$ cat src/rtl/mul_pkg.sv
`default_nettype none
// ============================================================================
//  Module      : mul_pkg
//  Description : Shared types, default sizes and the product sign-extension
//                helper for the mul_mac_seq initiator.
//  Revision    : 1.0 - initial release
// ============================================================================
package mul_pkg;

  // Default sizes; the top exposes these as overridable parameters.
  localparam int DEF_WIDTH     = 16;
  localparam int DEF_ACC_WIDTH = 40;
  localparam int DEF_CNT_WIDTH = 8;
  localparam int DEF_TIMEOUT   = 64;

  // Widest value the sign-extension helper handles; ACC_WIDTH must not exceed it.
  localparam int SEXT_MAX_W    = 128;
  localparam int SEXT_IDX_W    = $clog2(SEXT_MAX_W);

  // Initiator FSM states.
  typedef enum logic [1:0] {
    IDLE  = 2'd0,
    ISSUE = 2'd1,
    WAIT  = 2'd2,
    DONE  = 2'd3
  } mac_state_t;

  // Replicate bit (from_w-1) of value into every higher bit position.
  // Callers zero-extend into SEXT_MAX_W bits and truncate the result to the
  // accumulator width, so a single helper serves any WIDTH/ACC_WIDTH pairing.
  function automatic logic [SEXT_MAX_W-1:0] sign_extend(
    input logic [SEXT_MAX_W-1:0] value,
    input int                    from_w
  );
    logic [SEXT_MAX_W-1:0] res;
    logic [SEXT_IDX_W-1:0] msb_idx;
    logic                  sign;
    res     = value;
    msb_idx = SEXT_IDX_W'(from_w - 1);
    sign    = value[msb_idx];
    for (int i = 0; i < SEXT_MAX_W; i++) begin
      if (i >= from_w) begin
        res[i] = sign;
      end
    end
    return res;
  endfunction

endpackage : mul_pkg
`default_nettype wire

$ cat src/rtl/mul_mac_seq.sv
`default_nettype none
// ============================================================================
//  Module      : mul_mac_seq
//  Description : Initiator for the start_mul/done_mul multiplier handshake.
//                Takes signed operand pairs over valid/ready, issues each to
//                the shared multiplier, accumulates the signed products and
//                presents the sum when the pair tagged in_last completes.
//  Revision    : 1.0 - initial release
// ============================================================================
module mul_mac_seq
  import mul_pkg::*;
#(
  parameter int WIDTH     = DEF_WIDTH,
  parameter int ACC_WIDTH = DEF_ACC_WIDTH,   // must be >= 2*WIDTH
  parameter int CNT_WIDTH = DEF_CNT_WIDTH,
  parameter int TIMEOUT   = DEF_TIMEOUT      // must be >= 2
) (
  input  logic                   clk,
  input  logic                   reset_n,
  // operand stream
  input  logic                   in_valid,
  output logic                   in_ready,
  input  logic [WIDTH-1:0]       in_a,
  input  logic [WIDTH-1:0]       in_b,
  input  logic                   in_last,
  // multiplier handshake
  output logic                   start_mul,
  output logic [WIDTH-1:0]       mul_a,
  output logic [WIDTH-1:0]       mul_b,
  input  logic [2*WIDTH-1:0]     product,
  input  logic                   done_mul,
  // result
  output logic                   acc_valid,
  output logic [ACC_WIDTH-1:0]   acc_out,
  output logic [CNT_WIDTH-1:0]   acc_count,
  output logic                   timeout_err,
  output logic                   busy
);

  // The timer only ever needs to hold 0 .. TIMEOUT-1.
  localparam int                    TMO_WIDTH = (TIMEOUT > 2) ? $clog2(TIMEOUT) : 1;
  localparam logic [TMO_WIDTH-1:0]  TMO_LAST  = TMO_WIDTH'(TIMEOUT - 1);

  mac_state_t            state_q,       state_d;
  logic [WIDTH-1:0]      mul_a_q,       mul_a_d;
  logic [WIDTH-1:0]      mul_b_q,       mul_b_d;
  logic                  last_q,        last_d;
  logic [ACC_WIDTH-1:0]  acc_q,         acc_d;
  logic [CNT_WIDTH-1:0]  cnt_q,         cnt_d;
  logic [TMO_WIDTH-1:0]  tmo_q,         tmo_d;
  logic                  terr_q,        terr_d;
  // Visible copies of the running sum; unlike acc_q they are not cleared
  // after DONE, so acc_out/acc_count keep their last value between sums.
  logic [ACC_WIDTH-1:0]  acc_out_q,     acc_out_d;
  logic [CNT_WIDTH-1:0]  acc_count_q,   acc_count_d;

  logic [ACC_WIDTH-1:0]  product_ext;

  // Product widened to the accumulator with its sign preserved.
  assign product_ext = ACC_WIDTH'(sign_extend(SEXT_MAX_W'(product), 2 * WIDTH));

  // Next-state and datapath updates for the issue/wait/accumulate sequence.
  always_comb begin
    state_d     = state_q;
    mul_a_d     = mul_a_q;
    mul_b_d     = mul_b_q;
    last_d      = last_q;
    acc_d       = acc_q;
    cnt_d       = cnt_q;
    tmo_d       = tmo_q;
    terr_d      = terr_q;
    acc_out_d   = acc_out_q;
    acc_count_d = acc_count_q;

    unique case (state_q)
      IDLE: begin
        // in_ready is high throughout IDLE, so in_valid alone is the handshake.
        if (in_valid) begin
          mul_a_d = in_a;
          mul_b_d = in_b;
          last_d  = in_last;
          state_d = ISSUE;
        end
      end

      ISSUE: begin
        tmo_d   = '0;
        state_d = WAIT;
      end

      WAIT: begin
        tmo_d = tmo_q + 1'b1;
        // A response on the final timer cycle still counts: done_mul wins.
        if (done_mul) begin
          acc_d       = acc_q + product_ext;
          cnt_d       = cnt_q + 1'b1;
          acc_out_d   = acc_q + product_ext;
          acc_count_d = cnt_q + 1'b1;
          state_d     = last_q ? DONE : IDLE;
        end else if (tmo_q == TMO_LAST) begin
          // Abandon the pair and close the sum with what was gathered so far.
          terr_d      = 1'b1;
          acc_out_d   = acc_q;
          acc_count_d = cnt_q;
          state_d     = DONE;
        end
      end

      DONE: begin
        acc_d   = '0;
        cnt_d   = '0;
        terr_d  = 1'b0;
        state_d = IDLE;
      end

      default: begin
        state_d = IDLE;
      end
    endcase
  end

  // State and datapath registers; reset drops any pending pair and partial sum.
  always_ff @(posedge clk) begin
    if (!reset_n) begin
      state_q     <= IDLE;
      mul_a_q     <= '0;
      mul_b_q     <= '0;
      last_q      <= 1'b0;
      acc_q       <= '0;
      cnt_q       <= '0;
      tmo_q       <= '0;
      terr_q      <= 1'b0;
      acc_out_q   <= '0;
      acc_count_q <= '0;
    end else begin
      state_q     <= state_d;
      mul_a_q     <= mul_a_d;
      mul_b_q     <= mul_b_d;
      last_q      <= last_d;
      acc_q       <= acc_d;
      cnt_q       <= cnt_d;
      tmo_q       <= tmo_d;
      terr_q      <= terr_d;
      acc_out_q   <= acc_out_d;
      acc_count_q <= acc_count_d;
    end
  end

  assign in_ready    = (state_q == IDLE);
  assign busy        = (state_q != IDLE);
  assign start_mul   = (state_q == ISSUE);
  assign acc_valid   = (state_q == DONE);
  assign mul_a       = mul_a_q;
  assign mul_b       = mul_b_q;
  assign acc_out     = acc_out_q;
  assign acc_count   = acc_count_q;
  assign timeout_err = terr_q;

endmodule : mul_mac_seq
`default_nettype wire

$ cat config.mk
export PLATFORM = sky130hd
export DESIGN_NAME = mul_mac_seq
export DESIGN_NICKNAME = d
export VERILOG_FILES = /design/src/rtl/mul_pkg.sv /design/src/rtl/mul_mac_seq.sv
export SDC_FILE = /design/constraint.sdc
export NUM_CORES = 1
export LEC_CHECK = 0
export CORE_MARGIN = 8
export CORE_UTILIZATION = 50
export DETAILED_ROUTE_END_ITERATION = 16
export PLACE_DENSITY = 0.84
export SYNTH_ARGS = -nofsm -noshare
export SYNTH_HDL_FRONTEND = slang
export SYNTH_SLANG_ARGS = --single-unit
export TNS_END_PERCENT = 20
$ cat constraint.sdc
create_clock -name clk -period 7.9 [get_ports clk]
set_input_delay 1.58 -clock clk [delete_from_list [all_inputs] [get_ports clk]]
set_output_delay 1.58 -clock clk [all_outputs]
set_load 0.005 [all_outputs]
# Word-level counts from Yosys, hierarchy flattened
# Index checks and enable logic that the tools add are counted.
# classes
add_sub_neg,3
n_mul,0
div,0
n_lt_le_gt_ge,0
eq_ne,9
shifts,0
n_mux,17
n_bitwise,0
reduce_logical,10
# op_table
op,count
2-to-1 mux 40 bit,3
case mux 40 bit (2 select lines),1
adder 40 bit,1
2-to-1 mux 8 bit,3
case mux 8 bit (2 select lines),1
case mux 6 bit (2 select lines),1
adder 8 x 1 -> 8 bit (second input constant),1
2-to-1 mux 2 bit,4
!= test 2 bit (second input constant),4
case mux 2 bit (4 select lines),1
AND reduction 2 bit,4
nonzero test 2 bit,4
adder 6 x 1 -> 6 bit (second input constant),1
== test 6 bit (second input constant),1
== test 2 bit (second input constant),2
!= test 3 bit (second input constant),1
AND reduction 3 bit,1
== test 2 x 1 -> 1 bit (second input constant),1
zero test 2 bit,1
2-to-1 mux 1 bit,2
case mux 1 bit (2 select lines),1
# word_totals
ff_bits,138
latch_bits,0
ram_bits,0
rom_bits,0
in_bits,69
word_cells,49
memories,0

# Depth between registers and ports, before layout
# depth
word_depth,4
ltp_mapped,11
mapped_depth_nobuf,11

# Worst setup path before layout
# No wires, ideal clock.
# synth_timing
path_type,input to register
startpoint,input product[0]
endpoint,register acc_q[38]
setup_time_ns,0.117
arrival_ns,4.132
t_required_ns,7.783
slack_ns,3.651
stages,11
path_cell_list,ha_1 > fa_1 > a21o_1 > a221o_1 > a41oi_2 > a211oi_1 > or2_1 > o41a_1 > a221oi_2 > xnor2_1 > a22o_1
# synth_via
elab_chain_cells,3
# synth_lines
item,line,source
"start, declared",mul_mac_seq.sv:30,"input logic [2*WIDTH-1:0] product,"
adder 40 bit,mul_mac_seq.sv:95,acc_d = acc_q + product_ext;
2-to-1 mux 40 bit,mul_mac_seq.sv:94,if (done_mul) begin
case mux 40 bit (2 select lines),mul_mac_seq.sv:75,unique case (state_q)
"end signal, assigned",mul_mac_seq.sv:129,acc_q <= '0;
"end signal, assigned",mul_mac_seq.sv:140,acc_q <= acc_d;
"end, declared",mul_mac_seq.sv:48,"logic [ACC_WIDTH-1:0] acc_q, acc_d;"
# No other way between the ends. The select of a mux whose other input is x is not followed.
# A chain may end at the register's enable or synchronous reset.

# Final worst setup path
# layout_timing
startpoint,input product[0]
endpoint,"register acc_out_q[38], in the netlist acc_out[38]"
# layout_via
elab_chain_cells,2
# layout_lines
item,line,source
adder 40 bit,mul_mac_seq.sv:97,acc_out_d = acc_q + product_ext;
2-to-1 mux 40 bit,mul_mac_seq.sv:94,
"end signal, assigned",mul_mac_seq.sv:144,acc_out_q <= acc_out_d;
"end, declared",mul_mac_seq.sv:54,"logic [ACC_WIDTH-1:0] acc_out_q, acc_out_d;"
# No other way between the ends.

==> metrics.md <==
| Metric | Value |
|---|---|
| R2R depth | `11` |
| Die H | `roughly 140 um` |
| Critical path type | `in -> reg` |
| Clock H-tree levels | `4` |
| Sum Neg Setup Slack | `0 ns` |
| RSZ-0062 raised after global routing | `false` |
| CTS Buf Count | `17` |
| Layout cell share with drive strength beyond 1 | `4.64%` |
| Detailed-route via count | `7018` |
| Layout Skew | `0.0104 ns` |
| CTS Hold Bufs | `0` |
| Cell count after synthesis | `895` |
| Starting DRT DRC Count | `625` |
| WP data required | `8.22 ns` |
| Ys flop type | `dfxtp_1` |
| Maximum vdd drop | `0.000159 V` |
| Final core occ | `66.4%` |
| Slew headroom | `a little under a quarter` |
| Setup-failing EPs final | `0` |
| Commonest non-fill, non-tap cell in the layout | `clkdlybuf4s50_1` |
| DR WL/cell | `16.6 um` |
| Worst skew pair latency | `0.43 ns` |
| Largest net degree at the start of global routing | `105` |
| Drc violations | `0` |
| Die W | `roughly 140 um` |
| Placer Congestion | `0.925` |
| Rows | `44` |
| Post-CTS sizing | `0` |
| Drt via density | `5.76` |
| Clock Pin Slew Worst Setup and Hold Paths | `0.06 ns` |
| Hold slack | `0.451 ns` |
| DP Wirelength | `14100 um` |
| Deepest clock path buffer count | `2` |
| Pre-antenna DRT Iters | `5` |
| Crit path time final | `4.59 ns` |
| Number of global-route vias before repair | `6534` |
| Starting density of the core | `51.0%` |
| CTS Sinks | `138` |
| Synthesized flop and latch total | `approximately 140` |
| I/O pin cnt | `154` |
| Gr usage total | `21.2%` |
| Synth Area per Inst | `between 8 and 9 um2` |
| MaxCap Viol Count | `0` |
| Post-Syn Area | `roughly 0.0074 mm2` |
| Area growth from synthesis to layout | `30.2%` |
| Final WL | `20200 um` |
| F_max | `218 MHz` |
| Grt total ovfl | `0` |
| Status | `complete, no violations` |
| Critical Path End Type | `register` |
| Diode count | `0` |
| DIE AREA | `0.0189 mm2` |
| Worst min path class | `reg -> reg` |
| Setup repair bufs after CTS | `0` |
| Seq/Total Area, Yosys | `37.4%` |
| Initial antenna violation count | `0` |
| EDFF count, synth | `0` |
| Layout Nets | `around 1.1k` |
| PwrDens | `237 mW/mm2` |
| Top cell type by total area after synthesis | `dfxtp_1` |
| Count of cell types in the netlist | `64` |
| Worst-path maximum fanout | `4` |
| First-pass GRT wire length | `approximately 33000 um` |
| CTS tree | `yes` |
| Max Slew Vio Count | `0` |
| Top cells by area, synth | `dfxtp_1, ha_1, a21oi_1, nand2_1, nor2_1` |
| CORE AREA | `0.0145 mm2` |
| Worst path arrival time | `4.91 ns` |
| Most frequent cells in the layout | `clkdlybuf4s50_1, dfxtp_1, nand2_1, a21oi_1, nor2_1` |
| Worst hold stages | `2` |
| Top cell type's share of synthesized area | `37.4%` |
| Actual slew at the worst max-slew pin | `1.14 ns` |
| Detail Route Antenna Nets | `0` |
| Root buf cell | `clkbuf_16` |
| Post-synthesis async set-or-reset flop share | `0%` |
| Port-buffer cells | `approximately 150` |
| Final Hold Viols | `0` |
| Period utilization | `58.2%` |
| Syn nets | `roughly 1.0k` |
| YS warnings | `0` |
| Critical path launch point type | `input port` |
| Leak pwr | `between 3 and 4 nW` |
state kept, by name (all words and copies together) (netlist names), 2 cells and up:
register,flops
mul_b,16
state_q,2
acc_count,8
mul_a,16
tmo_q,6
acc_out,40
cnt_q,8
acc_q,40
through the flow:
step | cells | area, um2 | power [mW] | setup WS (ns)
2_1_floorplan | 895 | 7380 | 1.20 | 3.65
3_3_place_gp | 1186 | 9010 | 1.44 | 2.98
3_5_place_dp | 1186 | 9010 | 1.45 | 2.95
4_1_cts | 1218 | 9620 | 2.29 | 3.31
5_1_grt | 1218 | 9620 | 2.40 | 3.16
6_report | 1218 | 9620 | 2.28 | 3.31
logic make-up after synthesis:
group | count (synthesis) | synth area share, %
AND/OR/NAND/NOR | 290 | 17.6
adder cells (fa/ha/maj) | 46 | 7.90
buffers and inverters | 66 | 3.37
AO/OA/AOI/OAI | 284 | 24.9
flip-flops | 138 | 37.4
multiplexers | 26 | 3.52
XOR/XNOR | 45 | 5.34
power breakdown:
group | internal [mW] | total (mW) | switching, mW
clock | 0.504 | 0.834 | 0.330
combinational | 0.287 | 0.621 | 0.333
sequential | 0.774 | 0.822 | 0.0484
total | 1.56 | 2.28 | 0.712
path summary, 6_finish.rpt:
check | to | startpoint | slack (ns)
max reg2reg | acc_out[38] | acc_q[0] | 4.58
min reg2reg | mul_b[2] | mul_b[2] | 0.45
min | mul_b[2] | mul_b[2] | 0.45
max | acc_out[38] | product[0] | 3.31
synth_stat cells (6+ instances only):
| cell type | number |
|---|---|
| dfxtp_1 | 138 |
| nand2_1 | 119 |
| a21oi_1 | 99 |
| nor2_1 | 94 |
| clkbuf_1 | 47 |
| o21ai_0 | 46 |
| ha_1 | 45 |
| a211oi_1 | 26 |
| a22oi_1 | 26 |
| mux2i_1 | 26 |
| xor2_1 | 23 |
| xnor2_1 | 22 |
| a21o_1 | 17 |
| inv_1 | 14 |
| and3_1 | 11 |
| a22o_1 | 10 |
| nor3_1 | 10 |
| and2_1 | 9 |
| nand3_1 | 7 |
| nand4_1 | 7 |
| o21a_1 | 7 |
| nand2b_1 | 6 |
| nor3b_1 | 6 |
| o21bai_1 | 6 |
final cells by class:
type / count / area (um2)
Clock buffer: 17 / 425
Clock inverter: 15 / 185
Fill cell: 1157 / 4860
Inverter: 15 / 57.6
Multi-Input combinational cell: 691 / 4390
Sequential cell: 138 / 2760
Tap cell: 184 / 230
Timing Repair Buffer: 158 / 1560
critical path, stage by stage:
cell             delay (ns)
clkdlybuf4s50_1        0.42
ha_1                   0.23
fa_1                   0.43
a21o_1                 0.19
a221o_1                0.38
a41oi_2                0.24
a211oi_1               0.13
or2_1                  0.28
o41a_1                 0.40
a221oi_2               0.28
xnor2_1                0.13
o211a_1                0.22
metal layers:
layer,GRT usage (%),wire length (um),share of wire (%)
met4,6.58,326,1.6
met1,27.4,9060,45
met2,34.2,9450,47
met5,0,0,0
met3,5.18,1390,6.9
No activity file was read; power rests on OpenSTA's default activity.
